==> src/rtl/mips_pipe_pkg.sv <==
// Shared definitions for the MIPS pipeline registers (IF/ID, ID/EX, EX/MEM).
// Contents:
//   PC_W_DEF / INSTR_W_DEF - default PC and instruction widths
//   NOP_INSTR_DEFAULT      - bubble instruction (sll $0,$0,0)
//   buf_state_e            - occupancy of a two-entry elastic buffer
package mips_pipe_pkg;
  localparam int          PC_W_DEF          = 32;
  localparam int          INSTR_W_DEF       = 32;
  localparam logic [31:0] NOP_INSTR_DEFAULT = 32'h0000_0000;

  typedef enum logic [1:0] {
    EMPTY = 2'd0,
    ONE   = 2'd1,
    TWO   = 2'd2
  } buf_state_e;
endpackage

==> src/rtl/elastic_buf2.sv <==
// Two-entry elastic (skid) buffer with flush. The head entry lives in the main
// register and drives out_data; the skid register catches the one extra entry
// accepted while the consumer stalls. Both ready and valid are registered, so
// there is no combinational in_valid->in_ready or out_ready->out_valid path.
// Ports:
//   clk, rst             - clock, synchronous active-high reset
//   flush                - drop held and incoming entries
//   in_valid/in_ready    - producer handshake, in_data payload
//   out_valid/out_ready  - consumer handshake, out_data = head payload
module elastic_buf2
  import mips_pipe_pkg::*;
#(
  parameter int DATA_W = 64
) (
  input  logic              clk,
  input  logic              rst,
  input  logic              flush,
  input  logic              in_valid,
  output logic              in_ready,
  input  logic [DATA_W-1:0] in_data,
  output logic              out_valid,
  input  logic              out_ready,
  output logic [DATA_W-1:0] out_data
);
  buf_state_e        state, state_nx;
  logic [DATA_W-1:0] main_q, skid_q;
  logic              push, pop;

  assign push     = in_valid && in_ready;
  assign pop      = out_valid && out_ready;
  assign out_data = main_q;

  always_comb begin
    state_nx = state;
    unique case (state)
      EMPTY: if (push) state_nx = ONE;
      ONE: begin
        if (pop && !push)      state_nx = EMPTY;
        else if (push && !pop) state_nx = TWO;
      end
      TWO:     if (pop) state_nx = ONE;
      default: state_nx = EMPTY;
    endcase
    if (flush) state_nx = EMPTY;
  end

  // ready/valid are registered copies of the next-state occupancy.
  always_ff @(posedge clk) begin
    if (rst) begin
      state     <= EMPTY;
      in_ready  <= 1'b1;
      out_valid <= 1'b0;
      main_q    <= '0;
      skid_q    <= '0;
    end else begin
      state     <= state_nx;
      in_ready  <= (state_nx != TWO);
      out_valid <= (state_nx != EMPTY);
      if (flush) begin
        // Zeroing main makes the visible PC read 0 after a flush.
        main_q <= '0;
        skid_q <= '0;
      end else begin
        unique case (state)
          EMPTY: if (push) main_q <= in_data;
          ONE: begin
            if (push && pop) main_q <= in_data;
            else if (push)   skid_q <= in_data;
          end
          TWO:     if (pop) main_q <= skid_q;
          default: ;
        endcase
      end
    end
  end
endmodule

==> src/rtl/if_id_elastic_reg.sv <==
// IF/ID pipeline register built on a two-entry elastic buffer. Adds NOP
// substitution on the instruction when empty and a saturating counter of
// decode back-pressure cycles (out_valid && !out_ready).
// Ports:
//   clk, rst                      - clock, synchronous active-high reset
//   in_valid/in_ready, in_pc/in_instr    - fetch side
//   flush                         - taken branch/jump squash
//   out_valid/out_ready, out_pc/out_instr - decode side
//   stall_count                   - saturating back-pressure cycle count
module if_id_elastic_reg
  import mips_pipe_pkg::*;
#(
  parameter int                 PC_W      = PC_W_DEF,
  parameter int                 INSTR_W   = INSTR_W_DEF,
  parameter logic [INSTR_W-1:0] NOP_INSTR = INSTR_W'(NOP_INSTR_DEFAULT),
  parameter int                 CNT_W     = 16
) (
  input  logic               clk,
  input  logic               rst,
  input  logic               in_valid,
  output logic               in_ready,
  input  logic [PC_W-1:0]    in_pc,
  input  logic [INSTR_W-1:0] in_instr,
  input  logic               flush,
  output logic               out_valid,
  input  logic               out_ready,
  output logic [PC_W-1:0]    out_pc,
  output logic [INSTR_W-1:0] out_instr,
  output logic [CNT_W-1:0]   stall_count
);
  localparam int DATA_W = PC_W + INSTR_W;

  logic [DATA_W-1:0] head;

  elastic_buf2 #(.DATA_W(DATA_W)) u_buf (
    .clk      (clk),
    .rst      (rst),
    .flush    (flush),
    .in_valid (in_valid),
    .in_ready (in_ready),
    .in_data  ({in_pc, in_instr}),
    .out_valid(out_valid),
    .out_ready(out_ready),
    .out_data (head)
  );

  // PC keeps its last value when empty; only the instruction becomes a bubble.
  assign out_pc    = head[DATA_W-1 -: PC_W];
  assign out_instr = out_valid ? head[INSTR_W-1:0] : NOP_INSTR;

  // Flush does not clear the counter; a stalled flush cycle still counts.
  always_ff @(posedge clk) begin
    if (rst)
      stall_count <= '0;
    else if (out_valid && !out_ready && (stall_count != {CNT_W{1'b1}}))
      stall_count <= stall_count + CNT_W'(1);
  end
endmodule

==> config.mk <==
export PLATFORM = sky130hd
export DESIGN_NAME = if_id_elastic_reg
export DESIGN_NICKNAME = d
export VERILOG_FILES = /design/src/rtl/mips_pipe_pkg.sv /design/src/rtl/elastic_buf2.sv /design/src/rtl/if_id_elastic_reg.sv
export SDC_FILE = /design/constraint.sdc
export NUM_CORES = 1
export LEC_CHECK = 0
export BUFFER_PORTS_ARGS = -buffer_cell sky130_fd_sc_hd__buf_2
export CORE_MARGIN = 2
export CORE_UTILIZATION = 54
export CTS_CLUSTER_DIAMETER = 200
export DETAILED_ROUTE_END_ITERATION = 7
export GPL_ROUTABILITY_DRIVEN = 0
export PLACE_DENSITY = 0.92
export SLEW_MARGIN = 10
export SYNTH_ARGS = -nofsm -noshare
export SYNTH_HDL_FRONTEND = slang
export SYNTH_SLANG_ARGS = --single-unit
==> constraint.sdc <==
create_clock -name clk -period 2.2 [get_ports clk]
set_input_delay 0.22 -clock clk [delete_from_list [all_inputs] [get_ports clk]]
set_output_delay 0.22 -clock clk [all_outputs]
set_load 0.03 [all_outputs]
==> results of run 1 <==
## where the power goes
part	total, W	leakage, nW	internal (W)	switching [W]
Sequential	0.00279	1.20	0.00275	0.0000370
Combinational	0.000537	1.68	0.000185	0.000352
Clock	0.00293	0.302	0.00184	0.00109
## cells in the final DEF (no fill, tap or decap), types with 4 or more instances in the layout
cell type,count
nand2_1,264
buf_2,150
dfxtp_1,148
a21oi_1,78
nor2_1,69
a311oi_1,65
and2_1,35
clkbuf_16,17
buf_4,10
buf_12,8
nand3_1,7
o31ai_1,6
clkbuf_8,6
o21ai_0,5
or3_1,5
clkinv_2,4
## registers in the layout (all words and copies together) (netlist names)
register         cells
u_buf.out_data      64
u_buf.skid_q        64
stall_count         16
u_buf.state          2
u_buf.in_ready       1
u_buf.out_valid      1
## through the flow
step | hold slack [ps] | std cells | utilization (%) | worst slack (ps)
CTS | 31.48 | 1070 | 66.60 | 235.6
global route | 40.51 | 1070 | 66.60 | 104.5
global placement | 441.7 | 1038 | 61.34 | 403.9
floorplan | 356.0 | 822 | - | 350.3
finish | 43.15 | 1070 | 66.60 | 214.8
detailed placement | 446.5 | 1038 | 61.34 | 304.7
## kinds of logic after synthesis
kind of cell,count (synthesis)
AOI/OAI and AO/OA,164
DFF,148
muxes,1
buffers and inverters,98
xor gates and xnor gates,1
and+or+nand+nor,409
adders and majority gates,1
## worst min path at each step
| stage | slack, ps | start | cells after the start | to |
|---|---|---|---|---|
| after CTS | 30 | in_instr[25] | 3 | u_buf.skid_q[25] |
| after detailed placement | 450 | u_buf.skid_q[19] | 2 | u_buf.skid_q[19] |
| after floorplan | 360 | in_instr[0] | 2 | u_buf.skid_q[0] |
| after global routing | 40 | in_instr[16] | 3 | u_buf.skid_q[16] |
| after global placement | 440 | u_buf.skid_q[61] | 2 | u_buf.skid_q[61] |
| final | 40 | in_pc[15] | 3 | u_buf.skid_q[47] |
## synthesized netlist by cell type (all sizes together) (2+ instances only)
master	instances	area [µm²]
nand2	265	994.7
dfxtp	148	2963
a21oi	78	390.4
nor2	69	259.0
a311oi	65	569.3
buf	58	425.4
and2	36	225.2
clkbuf	36	135.1
or3	8	53.80
nand3	7	35.03
o31ai	7	52.55
o21ai	6	30.02
nand4	4	46.29
or4	4	31.28
and4	3	27.53
inv	3	11.26
and3	2	12.51
and3b	2	17.52
nor3	2	10.01
o21ba	2	20.02
o21bai	2	15.01
## area by class of cell
cell class	instances	area [µm²]	area share [%]
Multi-Input combinational cell	576	2955	38.37
Inverter	3	11.26	0.1462
Sequential cell	148	2963	38.47
Clock buffer	24	511.7	6.644
Clock inverter	8	96.34	1.251
Timing Repair Buffer	168	985.9	12.80
Tap cell	143	178.9	2.323
## routing by layer
| layer | share of wire (%) | track usage [%] | routed length, µm |
|---|---|---|---|
| met1 | 42 | 31.44 | 6693 |
| met3 | 6.6 | 6.854 | 1035 |
| met5 | 0 | 0 | 0 |
| met2 | 48 | 40.12 | 7636 |
| met4 | 2.5 | 9.756 | 389 |
## worst max-delay path: cells and delay by family, from the launching register on
family / cells / cell delay (ps)
buffers and inverters: 1 / 240
and+or+nand+nor: 2 / 550
DFF: 1 / 430
AOI/OAI and AO/OA: 2 / 650
==> flow_metrics.env, run 1 <==
export IMPL_vias=5923
export IMPL_p_leak_nw=3.187
export IMPL_ff2ff_setup_slack_ps=210
export IMPL_grt_overflow_total=0
export IMPL_rsz0062_at_grt="no"
export IMPL_rr_worst_depth=5
export IMPL_ys_ff_latch=148
export IMPL_synthAdderAreaFrac_pct=0.1934
export IMPL_drtPass1Iterations=5
export IMPL_endpoint="u_buf.skid_q[44]"
export IMPL_path_max_fanout=33
export IMPL_antenna_found_initial=0
export IMPL_viasPerCell=5.536
export IMPL_synthXorXnorAreaFrac_pct=0.1354
export IMPL_synth_top_family_by_area="simple AND/OR/NAND/NOR gates"
export IMPL_final_cell_area_mm2=0.007702
export IMPL_num_io_pins=151
export IMPL_tightest_slew_ps=736.3
export IMPL_root_buffer="clkbuf_16"
export IMPL_grt_max_degree=71
export IMPL_wl_um=15760
export IMPL_synth_edf_count=0
export IMPL_fp_row_count=39
export IMPL_slew_headroom_pct=50.91
export IMPL_fin_crit_ps=1985
export IMPL_coreArea_mm2=0.01156
export IMPL_clk_pin_slew_worst_paths_ps=60
export IMPL_maxSlewViolCount=0
export IMPL_fillCellCount=938
export IMPL_syn_num_nets=892
export IMPL_first_global_vias=5387
export IMPL_die_h_um=113.5
export IMPL_final_nets=984
export IMPL_setup_viol_count_final=0
export IMPL_cp_data_required_time_ps=2530
export IMPL_clock_path_buffers=2
export IMPL_worstSetupPathType="flip-flop to flip-flop"
export IMPL_ys_flop_type="dfxtp_1"
export IMPL_layout_drive_gt1_share_pct=23.19
export IMPL_die_w_um=113.5
export IMPL_remaining_drc_errors=0
export IMPL_hold_buffers=0
export IMPL_avgRoutedWirePerCell_um=14.72
export IMPL_synth_simple_gate_area_share_pct=27.25
export IMPL_finalHoldViolCount=0
export IMPL_crit_path_start="u_buf.state[0]"
export IMPL_worst_setup_path_start_kind="flip-flop"
export IMPL_area_growth_syn_to_layout_pct=19.07
export IMPL_finalPower_w=0.006259
export IMPL_cts_tree="yes"
export IMPL_place_hpwl_um=9808
export IMPL_peakVddDrop_mv=0.5603
export IMPL_drt_iter0_markers=572
export IMPL_finalCritPeriodShare_pct=90.23
export IMPL_ant_nets=0
export IMPL_syn_area_per_cell_um2=7.869
export IMPL_slowest_stage="a21boi_1"
export IMPL_grtUsageTotal_pct=24.73
export IMPL_cts_made_buffers=17
export IMPL_clock_latency_ps=430
export IMPL_end_kind="flip-flop"
export IMPL_max_freq_mhz=503.7
export IMPL_syn_area_mm2=0.006469
export IMPL_cts_max_level=4
export IMPL_clock_skew_ps=6.195
export IMPL_min_path_type="input pin to flip-flop"
export IMPL_postCtsSetupBuffers=0
export IMPL_fin_tns_setup_ps=0
export IMPL_grt_pass1_wl_um=25610
export IMPL_cap_violations=0
export IMPL_critPathMaxStageDelay_ps=460
export IMPL_synth_compound_area_share_pct=17.49
export IMPL_power_density_mw_per_mm2=812.6
export IMPL_synthCells=822
export IMPL_ys_warn_count=0
export IMPL_r2r_start="u_buf.state[0]"
export IMPL_diodes=0
export IMPL_cts_sink_count=148
export IMPL_placed_area_mm2=0.007094
export IMPL_arrival_ps=2310
export IMPL_run_status="finished, final reports clean"
export IMPL_synth_area_mux_share_pct=0.1547
export IMPL_start_util_pct=55.93
export IMPL_ctsResizeCount=0
export IMPL_seq_area_frac_synth_pct=45.80
export IMPL_portBuffers=150
export IMPL_regToRegEndpoint="u_buf.skid_q[44]"
export IMPL_path_cells="a21boi_1, and2_2, buf_12, nand2_1, a21oi_1"
export IMPL_async_reset_ff_share_pct=0
export IMPL_fp_dieArea_mm2=0.01287
export IMPL_yosysUniqueCellTypes=44
Note: power is estimated with default switching activity, not from simulation.
==> inputs of run 2 (changes only) <==
--- a/config.mk
+++ b/config.mk
@@ -7,11 +7,12 @@
 export LEC_CHECK = 0
 export BUFFER_PORTS_ARGS = -buffer_cell sky130_fd_sc_hd__buf_2
 export CORE_MARGIN = 2
-export CORE_UTILIZATION = 54
+export CORE_UTILIZATION = 55
 export CTS_CLUSTER_DIAMETER = 200
 export DETAILED_ROUTE_END_ITERATION = 7
 export GPL_ROUTABILITY_DRIVEN = 0
-export PLACE_DENSITY = 0.92
+export PLACE_DENSITY = 0.93
+export REMOVE_ABC_BUFFERS = 1
 export SLEW_MARGIN = 10
 export SYNTH_ARGS = -nofsm -noshare
 export SYNTH_HDL_FRONTEND = slang
==> constraint.sdc (replaced) <==
create_clock -name clk -period 2.45 [get_ports clk]
set_input_delay 0.245 -clock clk [delete_from_list [all_inputs] [get_ports clk]]
set_output_delay 0.245 -clock clk [all_outputs]
set_load 0.03 [all_outputs]
==> flow_metrics.env, run 2 (synthesized netlist as in run 1, its figures left out) <==
export IMPL_final_nets=981
export IMPL_cts_sink_count=148
export IMPL_finalHoldViolCount=0
export IMPL_clk_pin_slew_worst_paths_ps=60
export IMPL_die_w_um=112.5
export IMPL_area_growth_syn_to_layout_pct=18.45
export IMPL_drt_iter0_markers=542
export IMPL_peakVddDrop_mv=0.5515
export IMPL_cap_violations=0
export IMPL_finalPower_w=0.005614
export IMPL_arrival_ps=2320
export IMPL_whs_ps=63.10
export IMPL_path_cells="a21boi_1, and2_2, buf_12, nand2_1, a21oi_1"
export IMPL_remaining_drc_errors=0
export IMPL_ff2ff_setup_slack_ps=480
export IMPL_diodes=0
export IMPL_rr_worst_depth=5
export IMPL_ctsResizeCount=0
export IMPL_portBuffers=150
export IMPL_grtUsageTotal_pct=24.63
export IMPL_fin_util_pct=66.82
export IMPL_die_h_um=112.5
export IMPL_cp_data_required_time_ps=2800
export IMPL_clock_path_buffers=2
export IMPL_fin_tns_setup_ps=0
export IMPL_ant_nets=0
export IMPL_hold_depth=3
export IMPL_power_density_mw_per_mm2=732.7
export IMPL_worst_setup_path_start_kind="flip-flop"
export IMPL_start_util_pct=56.41
export IMPL_r2r_start="u_buf.state[0]"
export IMPL_slowest_stage="and2_2"
export IMPL_clock_skew_ps=12.65
export IMPL_cts_made_buffers=17
export IMPL_wl_um=15620
export IMPL_fp_row_count=39
export IMPL_viasPerCell=5.576
export IMPL_grt_overflow_total=0
export IMPL_path_max_fanout=27
export IMPL_clock_latency_ps=430
export IMPL_fin_crit_ps=1967
export IMPL_worstSetupPathType="flip-flop to flip-flop"
export IMPL_mostFrequentLayoutCell="nand2_1"
export IMPL_rsz0062_at_grt="no"
export IMPL_setup_viol_count_final=0
export IMPL_critPathMaxStageDelay_ps=550
export IMPL_grt_pass1_wl_um=25390
export IMPL_slew_headroom_pct=49.28
export IMPL_first_global_vias=5477
export IMPL_min_to="u_buf.skid_q[39]"
export IMPL_hold_start="in_pc[7]"
export IMPL_tightest_slew_ps=760.8
export IMPL_path_delay_family="simple AND/OR/NAND/NOR gates"
export IMPL_max_freq_mhz=508.3
export IMPL_min_path_type="input pin to flip-flop"
export IMPL_run_status="finished, final reports clean"
export IMPL_root_buffer="clkbuf_16"
export IMPL_drtPass1Iterations=5
export IMPL_postCtsSetupBuffers=0
export IMPL_vias=5950
export IMPL_layout_drive_gt1_share_pct=22.84
export IMPL_cts_max_level=4
export IMPL_end_kind="flip-flop"
export IMPL_place_hpwl_um=9942
export IMPL_avgRoutedWirePerCell_um=14.64
export IMPL_p_leak_nw=3.145
export IMPL_coreArea_mm2=0.01147
export IMPL_final_cell_mix="nand2_1, buf_2, dfxtp_1"
export IMPL_num_io_pins=151
export IMPL_finalCritPeriodShare_pct=80.30
export IMPL_maxSlewViolCount=0
export IMPL_regToRegEndpoint="u_buf.skid_q[56]"
export IMPL_path_buf_inv=1
export IMPL_hold_buffers=0
export IMPL_cts_tree="yes"
export IMPL_antenna_found_initial=0
export IMPL_grt_max_degree=71
export IMPL_fp_dieArea_mm2=0.01265
run 2: area by class of cell:
cell class / count / area, µm²
flip-flops and latches: 148 / 2963
well taps: 143 / 178.9
repair buffers: 165 / 950.9
multi-input cells: 576 / 2955
inverters: 3 / 11.26
clock inverters: 12 / 156.4
clock buffers: 20 / 446.7
fillers: 915 / 3805
run 2: how the worst max path moves through the flow:
stage	start	to	slack, ps	cells past startpoint
2_1_floorplan	u_buf.out_valid	u_buf.out_data[0]	-6310	3
4_1_cts	u_buf.state[0]	u_buf.skid_q[43]	490	5
5_1_grt	u_buf.state[0]	u_buf.skid_q[0]	340	5
6_report	u_buf.state[0]	u_buf.skid_q[56]	480	5
3_5_place_dp	u_buf.state[0]	u_buf.skid_q[44]	520	5
3_3_place_gp	u_buf.state[0]	u_buf.skid_q[46]	590	5
run 2: stage by stage:
stage	std cells	setup slack [ps]	area (µm²)
2_1_floorplan	727	-6307	5899
3_3_place_gp	1035	591.9	7059
3_5_place_dp	1035	519.1	7059
4_1_cts	1067	491.1	7662
5_1_grt	1067	335.2	7662
6_report	1067	482.6	7662
run 2: metal layers:
layer | vias to the layer above | share of wire [%] | track usage, %
li1 | 2937 | - | -
met1 | 2754 | 42 | 30.38
met2 | 233 | 48 | 40.96
met3 | 26 | 8.0 | 7.505
met4 | 0 | 1.7 | 8.780
met5 | - | 0 | 0
run 2: worst reg2reg max path: stages, from the launching register on:
cell and delay [ps]:
dfxtp_1 440, a21boi_1 460, and2_2 550, buf_12 240, nand2_1 90, a21oi_1 130
run 2: report_power, final:
group / total (W) / switching [W] / internal (W)
Sequential: 0.00251 / 0.0000346 / 0.00247
Clock: 0.00264 / 0.00101 / 0.00163
Combinational: 0.000472 / 0.000312 / 0.000160
